===== config.mk =====
export PLATFORM = sky130hd
export DESIGN_NAME = dcmac_0_axis_pkt_chk_buffer_ctx_flat
export DESIGN_NICKNAME = d
export VERILOG_FILES = /design/src/rtl/dcmac_0_axis_pkt_chk_buffer_ctx_if.sv /design/src/rtl/dcmac_0_axis_pkt_chk_buffer_ctx.sv /design/src/flat_wrapper.sv
export SDC_FILE = /design/constraint.sdc
export NUM_CORES = 1
export LEC_CHECK = 0
export BUFFER_PORTS_ARGS = -buffer_cell sky130_fd_sc_hd__buf_2
export CAP_MARGIN = 20
export CORE_MARGIN = 2
export CORE_UTILIZATION = 55
export CTS_CLUSTER_SIZE = 24
export DETAILED_ROUTE_END_ITERATION = 8
export MAX_ROUTING_LAYER = met4
export PLACE_DENSITY = 0.75
export SLEW_MARGIN = 20
export SYNTH_ARGS = -nofsm -noshare
export SYNTH_HDL_FRONTEND = slang
export SYNTH_SLANG_ARGS = --single-unit
export TNS_END_PERCENT = 50

===== constraint.sdc =====
create_clock -name clk -period 6.5 [get_ports clk]
set_clock_uncertainty 0.05 [all_clocks]
set_input_delay 1.3 -clock clk [delete_from_list [all_inputs] [get_ports clk]]
set_output_delay 1.3 -clock clk [all_outputs]
set_load 0.005 [all_outputs]

===== src/rtl/dcmac_0_axis_pkt_chk_buffer_ctx_if.sv =====
// dcmac_0_axis_pkt_chk_buffer_ctx_if: deposit beat, clear and result bundle for the RX buffer context tracker.
interface dcmac_0_axis_pkt_chk_buffer_ctx_if;
    logic       i_valid;
    logic [2:0] i_id;
    logic [7:0] i_size;
    logic       i_clr;
    logic [2:0] i_clr_id;
    logic       o_valid;
    logic [2:0] o_id;
    logic [7:0] o_wr_idx;
    logic [7:0] o_fill;
    logic       o_blk_done;
    logic [7:0] o_spill;
    logic [7:0] o_blk_seq;
    logic       o_err;

    modport master (
        output i_valid, i_id, i_size, i_clr, i_clr_id,
        input  o_valid, o_id, o_wr_idx, o_fill, o_blk_done, o_spill, o_blk_seq, o_err
    );

    modport slave (
        input  i_valid, i_id, i_size, i_clr, i_clr_id,
        output o_valid, o_id, o_wr_idx, o_fill, o_blk_done, o_spill, o_blk_seq, o_err
    );
endinterface


===== src/rtl/dcmac_0_axis_pkt_chk_buffer_ctx.sv =====
// dcmac_0_axis_pkt_chk_buffer_ctx: per-channel fill/sequence accounting of byte deposits into fixed-size blocks.
module dcmac_0_axis_pkt_chk_buffer_ctx #(
    parameter int BUF_BYTES = 192,
    parameter int MAX_SIZE  = 128
) (
    input logic clk,
    input logic rst,
    dcmac_0_axis_pkt_chk_buffer_ctx_if.slave bus
);
    logic       a_valid;
    logic [2:0] a_id;
    logic [7:0] a_size;
    logic [7:0] fill [8];
    logic [7:0] seq [8];
    logic [7:0] cur_fill, cur_seq, new_fill, new_seq;
    logic [8:0] sum, rem;
    logic       err, done;

    // Oversize beats leave the context untouched but still report it.
    always_comb begin
        cur_fill = fill[a_id];
        cur_seq  = seq[a_id];
        sum      = {1'b0, cur_fill} + {1'b0, a_size};
        rem      = sum - 9'(BUF_BYTES);
        err      = a_size > 8'(MAX_SIZE);
        done     = !err && sum >= 9'(BUF_BYTES);
        new_fill = err ? cur_fill : done ? rem[7:0] : sum[7:0];
        new_seq  = done ? cur_seq + 8'd1 : cur_seq;
    end

    always_ff @(posedge clk or posedge rst) begin
        if (rst) begin
            a_valid        <= 1'b0;
            a_id           <= '0;
            a_size         <= '0;
            for (int k = 0; k < 8; k++) begin
                fill[k] <= '0;
                seq[k]  <= '0;
            end
            bus.o_valid    <= 1'b0;
            bus.o_id       <= '0;
            bus.o_wr_idx   <= '0;
            bus.o_fill     <= '0;
            bus.o_blk_done <= 1'b0;
            bus.o_spill    <= '0;
            bus.o_blk_seq  <= '0;
            bus.o_err      <= 1'b0;
        end else begin
            a_valid     <= bus.i_valid;
            a_id        <= bus.i_id;
            a_size      <= bus.i_size;
            bus.o_valid <= a_valid;
            if (a_valid) begin
                bus.o_id       <= a_id;
                bus.o_wr_idx   <= cur_fill;
                bus.o_fill     <= new_fill;
                bus.o_blk_done <= done;
                bus.o_spill    <= done ? new_fill : 8'd0;
                bus.o_blk_seq  <= cur_seq;
                bus.o_err      <= err;
                if (!err) begin
                    fill[a_id] <= new_fill;
                    seq[a_id]  <= new_seq;
                end
            end
            // Placed last so a clear overrides a same-edge write to that channel.
            if (bus.i_clr) begin
                fill[bus.i_clr_id] <= '0;
                seq[bus.i_clr_id]  <= '0;
            end
        end
    end
endmodule


===== src/flat_wrapper.sv =====
// flat-port wrapper written by rule: the top's interface ports become plain ports
module dcmac_0_axis_pkt_chk_buffer_ctx_flat 
#(
    parameter int BUF_BYTES = 192,
    parameter int MAX_SIZE  = 128
)
  (clk, rst, bus_i_valid, bus_i_id, bus_i_size, bus_i_clr, bus_i_clr_id, bus_o_valid, bus_o_id, bus_o_wr_idx, bus_o_fill, bus_o_blk_done, bus_o_spill, bus_o_blk_seq, bus_o_err);
  dcmac_0_axis_pkt_chk_buffer_ctx_if bus_i ();
  input logic clk;
  input logic rst;
  input wire logic [$bits(bus_i.i_valid)-1:0] bus_i_valid;
  input wire logic [$bits(bus_i.i_id)-1:0] bus_i_id;
  input wire logic [$bits(bus_i.i_size)-1:0] bus_i_size;
  input wire logic [$bits(bus_i.i_clr)-1:0] bus_i_clr;
  input wire logic [$bits(bus_i.i_clr_id)-1:0] bus_i_clr_id;
  output wire logic [$bits(bus_i.o_valid)-1:0] bus_o_valid;
  output wire logic [$bits(bus_i.o_id)-1:0] bus_o_id;
  output wire logic [$bits(bus_i.o_wr_idx)-1:0] bus_o_wr_idx;
  output wire logic [$bits(bus_i.o_fill)-1:0] bus_o_fill;
  output wire logic [$bits(bus_i.o_blk_done)-1:0] bus_o_blk_done;
  output wire logic [$bits(bus_i.o_spill)-1:0] bus_o_spill;
  output wire logic [$bits(bus_i.o_blk_seq)-1:0] bus_o_blk_seq;
  output wire logic [$bits(bus_i.o_err)-1:0] bus_o_err;
  assign bus_i.i_valid = bus_i_valid;
  assign bus_i.i_id = bus_i_id;
  assign bus_i.i_size = bus_i_size;
  assign bus_i.i_clr = bus_i_clr;
  assign bus_i.i_clr_id = bus_i_clr_id;
  assign bus_o_valid = bus_i.o_valid;
  assign bus_o_id = bus_i.o_id;
  assign bus_o_wr_idx = bus_i.o_wr_idx;
  assign bus_o_fill = bus_i.o_fill;
  assign bus_o_blk_done = bus_i.o_blk_done;
  assign bus_o_spill = bus_i.o_spill;
  assign bus_o_blk_seq = bus_i.o_blk_seq;
  assign bus_o_err = bus_i.o_err;
  dcmac_0_axis_pkt_chk_buffer_ctx #(.BUF_BYTES(BUF_BYTES), .MAX_SIZE(MAX_SIZE)) u_core (.clk(clk), .rst(rst), .bus(bus_i));
endmodule

==> metrics.md, run 1 <==
| Metric | Value |
|---|---|
| Root buf cell | `clkbuf_16` |
| TritonCTS clock tree | `done` |
| Vias in the first global route | `7414` |
| Max-slew headroom | `0.216` |
| Worst Setup End Kind | `flip-flop` |
| Final Setup Violations | `0` |
| Layout area overhead | `11.7%` |
| H-tree depth | `4` |
| Worst path arrival time | `5.91 ns` |
| Initial Utilization | `0.562` |
| Place WS | `1.01 ns` |
| Slew @ Worst Pin | `1.17 ns` |
| Hold path startpoint | `u_core.bus.o_fill[4]$_DFFE_PP0P_` |
| Cts bufs inserted | `17` |
| First-pass GRT wire length | `41700 um` |
| Layout fillers | `1291` |
| Hold path depth | `1` |
| Clock sink count | `178` |
| Synth Area per Inst | `9.47 sq um` |
| Fin. Hold Viols | `0` |
| Avg WL per Cell | `21.9 um` |
| Post-Syn Area | `8930 sq um` |
| I/O pin cnt | `56` |
| Layout net count | `993` |
| Clk buf depth | `2` |
| Synth Register Bits | `178` |
| Top cell type's share of synthesized area | `0.499` |
| Synth unique cells | `69` |
| Total GRT Usage | `0.320` |
| Synth area leaders | `dfrtp_1 (50%), a21oi_1 (5.5%), o21ai_0 (5.2%)` |
| Row cnt | `46` |
| Yosys top cell by area | `dfrtp_1` |
| Layout cell share with drive strength beyond 1 | `0.156` |
| Hold WC Path Type | `reg2reg` |
| RSZ-0062 raised after global routing | `no` |
| Largest net degree at the start of global routing | `80` |
| Register area share after synthesis | `0.499` |
| Die Y | `131 um` |
| Max-Cap Viols | `0` |
| Final WL | `26200 um` |
| Maximum vdd ir drop | `191 uV` |
| Type of the worst setup path | `reg2reg` |
| Die area | `17300 sq um` |
| Reg clk slew, reported paths | `0.07 ns` |
| Reg-to-reg critical path endpoint | `u_core.seq[33]$_DFF_PP0_` |
| Final min period | `5.68 ns` |
| Clk_lat worst skew | `0.44 ns` |
| Drt drc | `0` |
| Syn_nets | `972` |
| Initial DRC Count | `1277` |
| Reg2reg start | `u_core.a_id[2]$_DFF_PP0_` |
| Die W | `131 um` |
| Fin Setup TNS | `0 ns` |
| WP data required | `6.73 ns` |
| PnR worst setup slack | `0.822 ns` |
| Vias | `7686` |
| Main flop type after synthesis | `dfrtp_1` |
| Core Region | `15900 sq um` |
| Reg2Reg Depth | `19` |
| R2R Setup Slk | `0.82 ns` |
| Crit share post-route | `0.873` |
| Pleak | `4.53 nW` |
| Synthesis Warnings | `0` |
| Worst-path fanout max | `41` |
| Vias per cell | `6.44` |
| PortBufs | `55` |
| Slew Limit Fails | `0` |
| Post-synthesis cell count | `943` |
| Initial antenna violation count | `0` |
| Grt ovf | `0` |
| Ant. Diodes | `0` |
| Drt pass-1 iters | `6` |
| Post-CTS setup buffers | `0` |
| CTS Hold Bufs | `0` |
| Placer Congestion | `1.01` |
| Post-detail-place hpwl | `16700 um` |
| Synth async-reset ratio | `1.00` |
| Count leader, synth | `dfrtp_1` |
| Fin Hold WS | `0.424 ns` |
| Number of synthesized flops with an enable pin | `0` |
| Setup crit start kind | `flip-flop` |
| Commonest cells in the netlist | `dfrtp_1 (178), nor2_1 (109), nand2_1 (107)` |
| Antenna-violating nets left | `0` |
| # resized after CTS | `0` |
| Power density over the cells | `351 nW/um^2` |
| Status | `complete, no violations` |
| Achievable Freq | `176 MHz` |
| Hold endpoint | `u_core.bus.o_fill[4]$_DFFE_PP0P_` |
worst max-delay path: stages, from the launching register on:
cell	delay (ns)
dfrtp_2	1.00
nor2b_1	0.26
nand2_1	0.15
o21ai_0	0.13
a221oi_1	0.56
inv_1	0.10
ha_1	0.42
and3_1	0.21
a221oi_2	0.30
xnor2_1	0.17
inv_1	0.14
ha_1	0.17
nor3b_1	0.18
nand2_1	0.07
inv_1	0.05
a41oi_1	0.11
buf_4	0.22
a21oi_1	0.32
mux2i_1	0.67
o21ai_0	0.22
state kept, by name (all words and copies together), names as in the netlist:
register,count
u_core.bus.o_wr_idx,8
u_core.bus.o_spill,8
u_core.a_size,8
u_core.bus.o_blk_seq,8
u_core.bus.o_blk_done,1
u_core.a_valid,1
u_core.seq,64
u_core.bus.o_fill,8
u_core.bus.o_valid,1
u_core.bus.o_id,3
u_core.bus.o_err,1
u_core.a_id,3
u_core.fill,64
layout by cell type, fill, tap and decap left out, types with 3 or more instances in the layout:
cell / count
a21oi_1: 98
dfrtp_1: 176
nor4_1: 8
nand3_1: 28
clkbuf_16: 17
inv_1: 16
clkinvlp_4: 3
nor2b_1: 7
buf_4: 16
mux4_1: 3
a21o_1: 4
o2bb2ai_1: 3
bufinv_16: 4
nand2b_1: 6
mux2_2: 15
xnor2_1: 4
mux2i_1: 29
o31ai_1: 6
nand2_1: 107
mux4_2: 9
and2_1: 4
o21ai_1: 3
a22oi_1: 5
a211oi_1: 19
ha_1: 10
a221oi_1: 7
a31oi_1: 4
nor2_1: 101
nor3_1: 30
nor2_2: 8
o21ai_0: 92
nor3b_1: 4
buf_2: 55
and3_1: 11
o211ai_1: 3
xor2_1: 3
cell type report:
type	instances	area, sq um	share of cell area
clock buffers	20	457	0.0458
clock inverters	12	179	0.0179
inverters	19	76.3	0.00765
multi-input cells	676	4130	0.414
flip-flops and latches	178	4460	0.447
well taps	216	270	0.0271
repair buffers	72	410	0.0411
logic make-up after synthesis:
logic type,Yosys count,synth area share
AND/OR/NAND/NOR,325,0.162
multiplexers,57,0.0842
XOR/XNOR,8,0.00869
buffers and inverters,89,0.0425
flip-flops,178,0.499
AO/OA/AOI/OAI,275,0.188
adder cells (fa/ha/maj),11,0.0163
routing by layer:
metal | track usage | routed length, um | vias to the layer above
met5 | - | 0 | -
met2 | 0.469 | 11800 | 508
li1 | - | - | 3406
met4 | 0.108 | 690 | 0
met1 | 0.440 | 10800 | 3709
met3 | 0.0775 | 2850 | 63
worst max path at each step:
stage                             start                  endpoint  slack, ns
5_1_grt        u_core.a_id[2]$_DFF_PP0_   u_core.seq[1]$_DFF_PP0_       0.42
6_report       u_core.a_id[2]$_DFF_PP0_  u_core.seq[33]$_DFF_PP0_       0.82
2_1_floorplan                       rst  u_core.a_id[0]$_DFF_PP0_       0.32
3_5_place_dp   u_core.a_id[2]$_DFF_PP0_  u_core.seq[33]$_DFF_PP0_       1.01
4_1_cts        u_core.a_id[2]$_DFF_PP0_  u_core.seq[33]$_DFF_PP0_       0.96
3_3_place_gp   u_core.a_id[2]$_DFF_PP0_  u_core.seq[61]$_DFF_PP0_       1.24
through the flow:
stage | power, W | util | std cells | area (sq um)
2_1_floorplan | 0.00206 | - | 943 | 8930
3_3_place_gp | 0.00234 | 0.586 | 1160 | 9320
3_5_place_dp | 0.00236 | 0.586 | 1160 | 9320
4_1_cts | 0.00347 | 0.626 | 1192 | 9950
5_1_grt | 0.00366 | 0.628 | 1193 | 9980
6_report | 0.00350 | 0.628 | 1193 | 9980
where the power goes:
group	internal (W)	leakage (nW)	switching, W
clock	0.000665	0.303	0.000450
combinational	0.000349	1.95	0.000561
sequential	0.00133	2.28	0.000138
total	0.00235	4.53	0.00115
Power figures use the tool's default switching activity.
==> run 2, diff against run 1 <==
CORE_UTILIZATION = 40   (was 55)
PLACE_DENSITY = 0.58   (was 0.75)
==> run 2 against run 1 <==
Clock power fell by 6%. First-iteration DRC count fell by 39%. Critical path type unchanged. Register-to-register slack improved by 0.32 ns. Combinational power barely moved. Sequential power barely moved. Critical endpoint is now u_core.seq[61]$_DFF_PP0_. Setup slack improved by 0.32 ns. Cell count rose by 5.5%. Total power fell by 2.0%. Sequential share of layout area fell by 0.13 points. Hold slack improved by 0.0097 ns. Sequential cell count did not move.
==> metrics.md, run 2 (synthesis results as in run 1) <==
| Metric | Value |
|---|---|
| Max-Cap Viols | `0` |
| Grt ovf | `0` |
| R2R Setup Slk | `1.15 ns` |
| Status | `complete, no violations` |
| I/O pin cnt | `56` |
| Placer Congestion | `0.916` |
| Commonest cells after routing, fill and taps aside | `dfrtp_1 (176), nand2_1 (107), nor2_1 (101), a21oi_1 (98), o21ai_0 (92)` |
| Type of the worst setup path | `reg2reg` |
| NetSw | `0.00120 W` |
| Achievable Freq | `187 MHz` |
| Core Region | `21900 sq um` |
| Initial antenna violation count | `1` |
| RSZ-0062 raised after global routing | `no` |
| Clock sink count | `178` |
| Die W | `153 um` |
| Final WL | `27200 um` |
| WP data required | `6.72 ns` |
| Combinational share of power | `0.266` |
| Avg WL per Cell | `21.6 um` |
| Power density over the cells | `343 nW/um^2` |
| Reg clk slew, reported paths | `0.08 ns` |
| Pleak | `4.52 nW` |
| Vias per cell | `5.81` |
| Commonest non-fill, non-tap cell in the layout | `dfrtp_1` |
| Clk_lat worst skew | `0.45 ns` |
| Vias | `7318` |
| TritonCTS clock tree | `done` |
| Largest regs | `u_core.fill x64, u_core.seq x64` |
| # resized after CTS | `0` |
| Clk buf depth | `2` |
| Die area | `23500 sq um` |
| Fin. Hold Viols | `0` |
| Switching share of power | `0.350` |
| Share of power burned in registers | `0.429` |
| Fin Setup TNS | `0 ns` |
| Vias in the first global route | `7139` |
| Slew @ Worst Pin | `1.15 ns` |
| Total placed cells including tap cells | `1225` |
| Post-CTS setup buffers | `0` |
| Initial Utilization | `0.408` |
| Total GRT Usage | `0.243` |
| Clock Power Share | `0.305` |
| Layout net count | `994` |
| Post-detail-place hpwl | `18000 um` |
| Drt drc | `0` |
| Worst-path fanout max | `19` |
| Layout cell share with drive strength beyond 1 | `0.155` |
| Final min period | `5.35 ns` |
| PortBufs | `55` |
| Worst path arrival time | `5.58 ns` |
| Drt pass-1 iters | `5` |
| Worst Setup End Kind | `flip-flop` |
| Maximum vdd ir drop | `186 uV` |
| Die Y | `153 um` |
| Layout area overhead | `12.0%` |
| Hold WC Path Type | `reg2reg` |
| Setup crit start kind | `flip-flop` |
| Final Setup Violations | `0` |
| Layout Cells excl Fill | `1259` |
| Row cnt | `54` |
| Max-slew headroom | `0.232` |
| H-tree depth | `4` |
| Crit share post-route | `0.824` |
| Cts bufs inserted | `17` |
| Largest net degree at the start of global routing | `83` |
| Root buf cell | `clkbuf_16` |
| Initial DRC Count | `775` |
| Int Pwr | `0.00223 W` |
| First-pass GRT wire length | `42800 um` |
| Slew Limit Fails | `0` |
| Antenna-violating nets left | `0` |
| CTS Hold Bufs | `0` |
==> run 2: metal layers <==
metal  part of all wire  vias up  wire length (um)  global-route usage
met3              0.065       37              1770              0.0473
met4              0.017        0               450              0.0682
li1                   -     3403                 -                   -
met1               0.46     3610             12500               0.340
met2               0.46      268             12500               0.362
met5                  0        -                 0                   -
==> run 2: final timing paths <==
check                                             startpoint                           endpoint  cells after the start
setup reg to reg                    u_core.a_id[1]$_DFF_PP0_           u_core.seq[61]$_DFF_PP0_                     18
max in group asynchronous                                rst            u_core.seq[7]$_DFF_PP0_                      3
hold reg to reg            u_core.bus.o_spill[5]$_DFFE_PP0P_  u_core.bus.o_spill[5]$_DFFE_PP0P_                      2
min in group asynchronous                                rst           u_core.seq[18]$_DFF_PP0_                      2
setup / recovery                    u_core.a_id[1]$_DFF_PP0_           u_core.seq[61]$_DFF_PP0_                     18
hold / removal             u_core.bus.o_spill[5]$_DFFE_PP0P_  u_core.bus.o_spill[5]$_DFFE_PP0P_                      2
==> run 2: power groups by stage <==
stage | logic (W) | registers [W] | clock network, W
floorplan | 0.000610 | 0.00145 | 0
global placement | 0.000888 | 0.00149 | 0
detailed placement | 0.000905 | 0.00148 | 0
CTS | 0.000909 | 0.00147 | 0.00106
global route | 0.00101 | 0.00150 | 0.00110
finish | 0.000912 | 0.00147 | 0.00105
==> run 2: through the flow <==
| stage | worst slack (ns) | hold WS, ns | utilization | cell area (sq um) | power (W) |
|---|---|---|---|---|---|
| 3_3_place_gp | 1.26 | 0.407 | 0.430 | 9400 | 0.00238 |
| 4_1_cts | 1.19 | 0.437 | 0.456 | 9990 | 0.00343 |
| 5_1_grt | 0.619 | 0.457 | 0.457 | 10000 | 0.00361 |
| 6_report | 1.15 | 0.434 | 0.457 | 10000 | 0.00343 |
| 2_1_floorplan | 0.320 | 0.302 | - | 8930 | 0.00206 |
| 3_5_place_dp | 1.21 | 0.421 | 0.430 | 9400 | 0.00239 |
==> run 2: worst max-delay path: stages (launching register included) <==
cell       delay (ns)
dfrtp_2          0.69
mux4_2           0.60
mux2i_1          0.34
inv_1            0.09
ha_1             0.25
fa_1             0.42
a21o_1           0.20
a221oi_2         0.30
xnor2_1          0.17
inv_1            0.12
ha_1             0.14
nor3b_1          0.18
nand2_1          0.07
inv_1            0.05
a41oi_1          0.11
buf_4            0.22
a2111oi_4        0.73
xnor2_2          0.29
a21oi_1          0.14
==> run 2: cell type report <==
cell class / instances / area, sq um
tap: 280 / 350
antenna: 1 / 2.50
clock inverter: 15 / 164
sequential: 178 / 4460
inverter: 19 / 76.3
multi-input combinational: 676 / 4120
fill: 2085 / 11900
timing repair buffer: 73 / 414
clock buffer: 17 / 425
==> run 3, diff against run 2 <==
PLACE_DENSITY = 0.55   (was 0.58)
clock period = 5.4 ns   (was 6.5 ns; I/O delays follow)
==> run 3 against run 2 <==
Hold slack lost 0.0035 ns. Combinational power grew 24%. Sequential power grew 20%. Wire length grew 0.99%. Total power grew 20%. Via count grew 1.4%. Critical path depth grew 1. Global-route usage grew 0.36 points. Design area grew 1.1%. Fmax grew 6.5%. Sequential cell count is the same. Critical path type unchanged.
==> metrics.md, run 3 (synthesis results as in run 1) <==
| Metric | Value |
|---|---|
| Combinational share of power | `0.275` |
| H-tree depth | `4` |
| Slew Limit Fails | `0` |
| Drt pass-1 iters | `5` |
| Max-slew headroom | `0.257` |
| Cts bufs inserted | `17` |
| Clock sink count | `178` |
| Root buf cell | `clkbuf_16` |
| Avg WL per Cell | `21.6 um` |
| Grt ovf | `0` |
| I/O pin cnt | `56` |
| Row cnt | `54` |
| Vias in the first global route | `7110` |
| Fin. Hold Viols | `0` |
| PortBufs | `55` |
| Status | `complete, no violations` |
| Commonest non-fill, non-tap cell in the layout | `dfrtp_1` |
| Layout net count | `1010` |
| Max-Cap Viols | `0` |
| Core Region | `21900 sq um` |
| Slew @ Worst Pin | `1.11 ns` |
| Type of the worst setup path | `reg2reg` |
| Achievable Freq | `199 MHz` |
| Post-detail-place hpwl | `18400 um` |
| Layout cell share with drive strength beyond 1 | `0.161` |
| Reg clk slew, reported paths | `0.07 ns` |
| Int Pwr | `0.00269 W` |
| Die area | `23500 sq um` |
| Initial Utilization | `0.408` |
| Die Y | `153 um` |
| # resized after CTS | `0` |
| Largest delay share family, worst path | `compound AO/OA/AOI/OAI gates` |
| Share of power burned in registers | `0.429` |
| Total GRT Usage | `0.246` |
| Slowest stage cell, crit path | `dfrtp_4` |
| Largest net degree at the start of global routing | `113` |
| Final WL | `27500 um` |
| Fin Hold WS | `0.430 ns` |
| Clock Power Share | `0.296` |
| Delay of the slowest critical-path stage | `0.60 ns` |
| First-pass GRT wire length | `43200 um` |
| Cell breakdown of the critical path | `buf_6 -> mux2_2 -> a221oi_1 -> o22a_1 -> inv_1 -> ha_1 -> o21ai_0 -> a21oi_1 -> o221a_2 -> and2_1 -> ha_1 -> nor3b_1 -> nand2_1 -> inv_1 -> a41oi_1 -> buf_4 -> a2111o_1 -> nor4_1 -> nor3_1` |
| CTS Hold Bufs | `0` |
| Final Setup Violations | `0` |
| WP data required | `5.66 ns` |
| Fin Setup TNS | `0 ns` |
| Final min period | `5.03 ns` |
| Antenna-violating nets left | `0` |
| Hold WC Path Type | `reg2reg` |
| TritonCTS clock tree | `done` |
| Power density over the cells | `406 nW/um^2` |
| Drt drc | `0` |
| Commonest cells after routing, fill and taps aside | `dfrtp_1 (176), nor2_1 (109), nand2_1 (107), a21oi_1 (98), o21ai_0 (92)` |
| RSZ-0062 raised after global routing | `no` |
| Maximum vdd ir drop | `199 uV` |
| Pleak | `4.58 nW` |
| Switching share of power | `0.345` |
| Setup crit start kind | `flip-flop` |
| Layout area overhead | `13.3%` |
| NetSw | `0.00142 W` |
| Worst Setup End Kind | `flip-flop` |
| Initial antenna violation count | `1` |
| Worst path arrival time | `5.28 ns` |
| Die W | `153 um` |
| Placer Congestion | `0.912` |
| Vias per cell | `5.82` |
| Clk_lat worst skew | `0.44 ns` |
| Worst-path fanout max | `26` |
| Critical path buffers and inverters | `4` |
| Largest regs | `u_core.fill x64, u_core.seq x64` |
| Crit share post-route | `0.931` |
| Post-CTS setup buffers | `0` |
| Vias | `7422` |
| Initial DRC Count | `566` |
| Clk buf depth | `2` |
run 3: changes by cell type in the layout (fill, tap and decap cells not counted), sizes merged:
cell | before | now
buf | 73 | 89
clkinvlp | 0 | 5
inv | 25 | 20
clkbuf | 17 | 19
clkinv | 8 | 6
run 3: area by class of cell:
| class | instances | area [sq um] |
|---|---|---|
| antenna | 1 | 2.50 |
| clock buffer | 19 | 433 |
| clock inverter | 13 | 129 |
| fill | 2106 | 11800 |
| inverter | 19 | 78.8 |
| multi-input combinational | 676 | 4100 |
| sequential | 178 | 4460 |
| tap | 280 | 350 |
| timing repair buffer | 89 | 563 |
run 3: metal layers:
layer / up-vias / global-route usage / part of all wire
met5: - / - / 0
met4: 0 / 0.0869 / 0.025
met3: 46 / 0.0391 / 0.060
met2: 267 / 0.353 / 0.44
met1: 3669 / 0.356 / 0.48
li1: 3440 / - / -
run 3: worst paths after layout:
check,cells after the start,to,startpoint,slack (ns)
setup / recovery,19,u_core.seq[7]$_DFF_PP0_,u_core.a_id[2]$_DFF_PP0_,0.37
hold reg to reg,1,u_core.bus.o_fill[4]$_DFFE_PP0P_,u_core.bus.o_fill[4]$_DFFE_PP0P_,0.43
setup reg to reg,19,u_core.seq[7]$_DFF_PP0_,u_core.a_id[2]$_DFF_PP0_,0.37
min in group asynchronous,2,u_core.seq[2]$_DFF_PP0_,rst,0.56
max in group asynchronous,3,u_core.fill[2]$_DFF_PP0_,rst,3.70
hold / removal,1,u_core.bus.o_fill[4]$_DFFE_PP0P_,u_core.bus.o_fill[4]$_DFFE_PP0P_,0.43
run 3: power by group through the flow:
stage / clock network [W] / logic (W) / registers [W]
2_1_floorplan: 0 / 0.000735 / 0.00174
3_3_place_gp: 0 / 0.00110 / 0.00178
3_5_place_dp: 0 / 0.00112 / 0.00178
4_1_cts: 0.00123 / 0.00112 / 0.00176
5_1_grt: 0.00129 / 0.00125 / 0.00179
6_report: 0.00122 / 0.00113 / 0.00176
run 3: worst register-to-register path, delay by kind of cell, from the launching register on:
kind	cells	cell delay, ns
flops	1	0.60
mux	1	0.39
compound gates	7	1.83
simple gates	5	0.82
fa+ha+maj	2	0.50
buf+inv	4	0.71
run 3: per-stage QoR:
stage / total power [W] / std cells / setup slack (ns) / area (sq um) / utilization
floorplan: 0.00248 / 943 / 0.239 / 8930 / -
global placement: 0.00289 / 1242 / 0.319 / 9530 / 0.436
global route: 0.00433 / 1275 / 0.0229 / 10100 / 0.462
CTS: 0.00411 / 1274 / 0.231 / 10100 / 0.461
detailed placement: 0.00290 / 1242 / 0.294 / 9530 / 0.436
finish: 0.00411 / 1275 / 0.374 / 10100 / 0.462
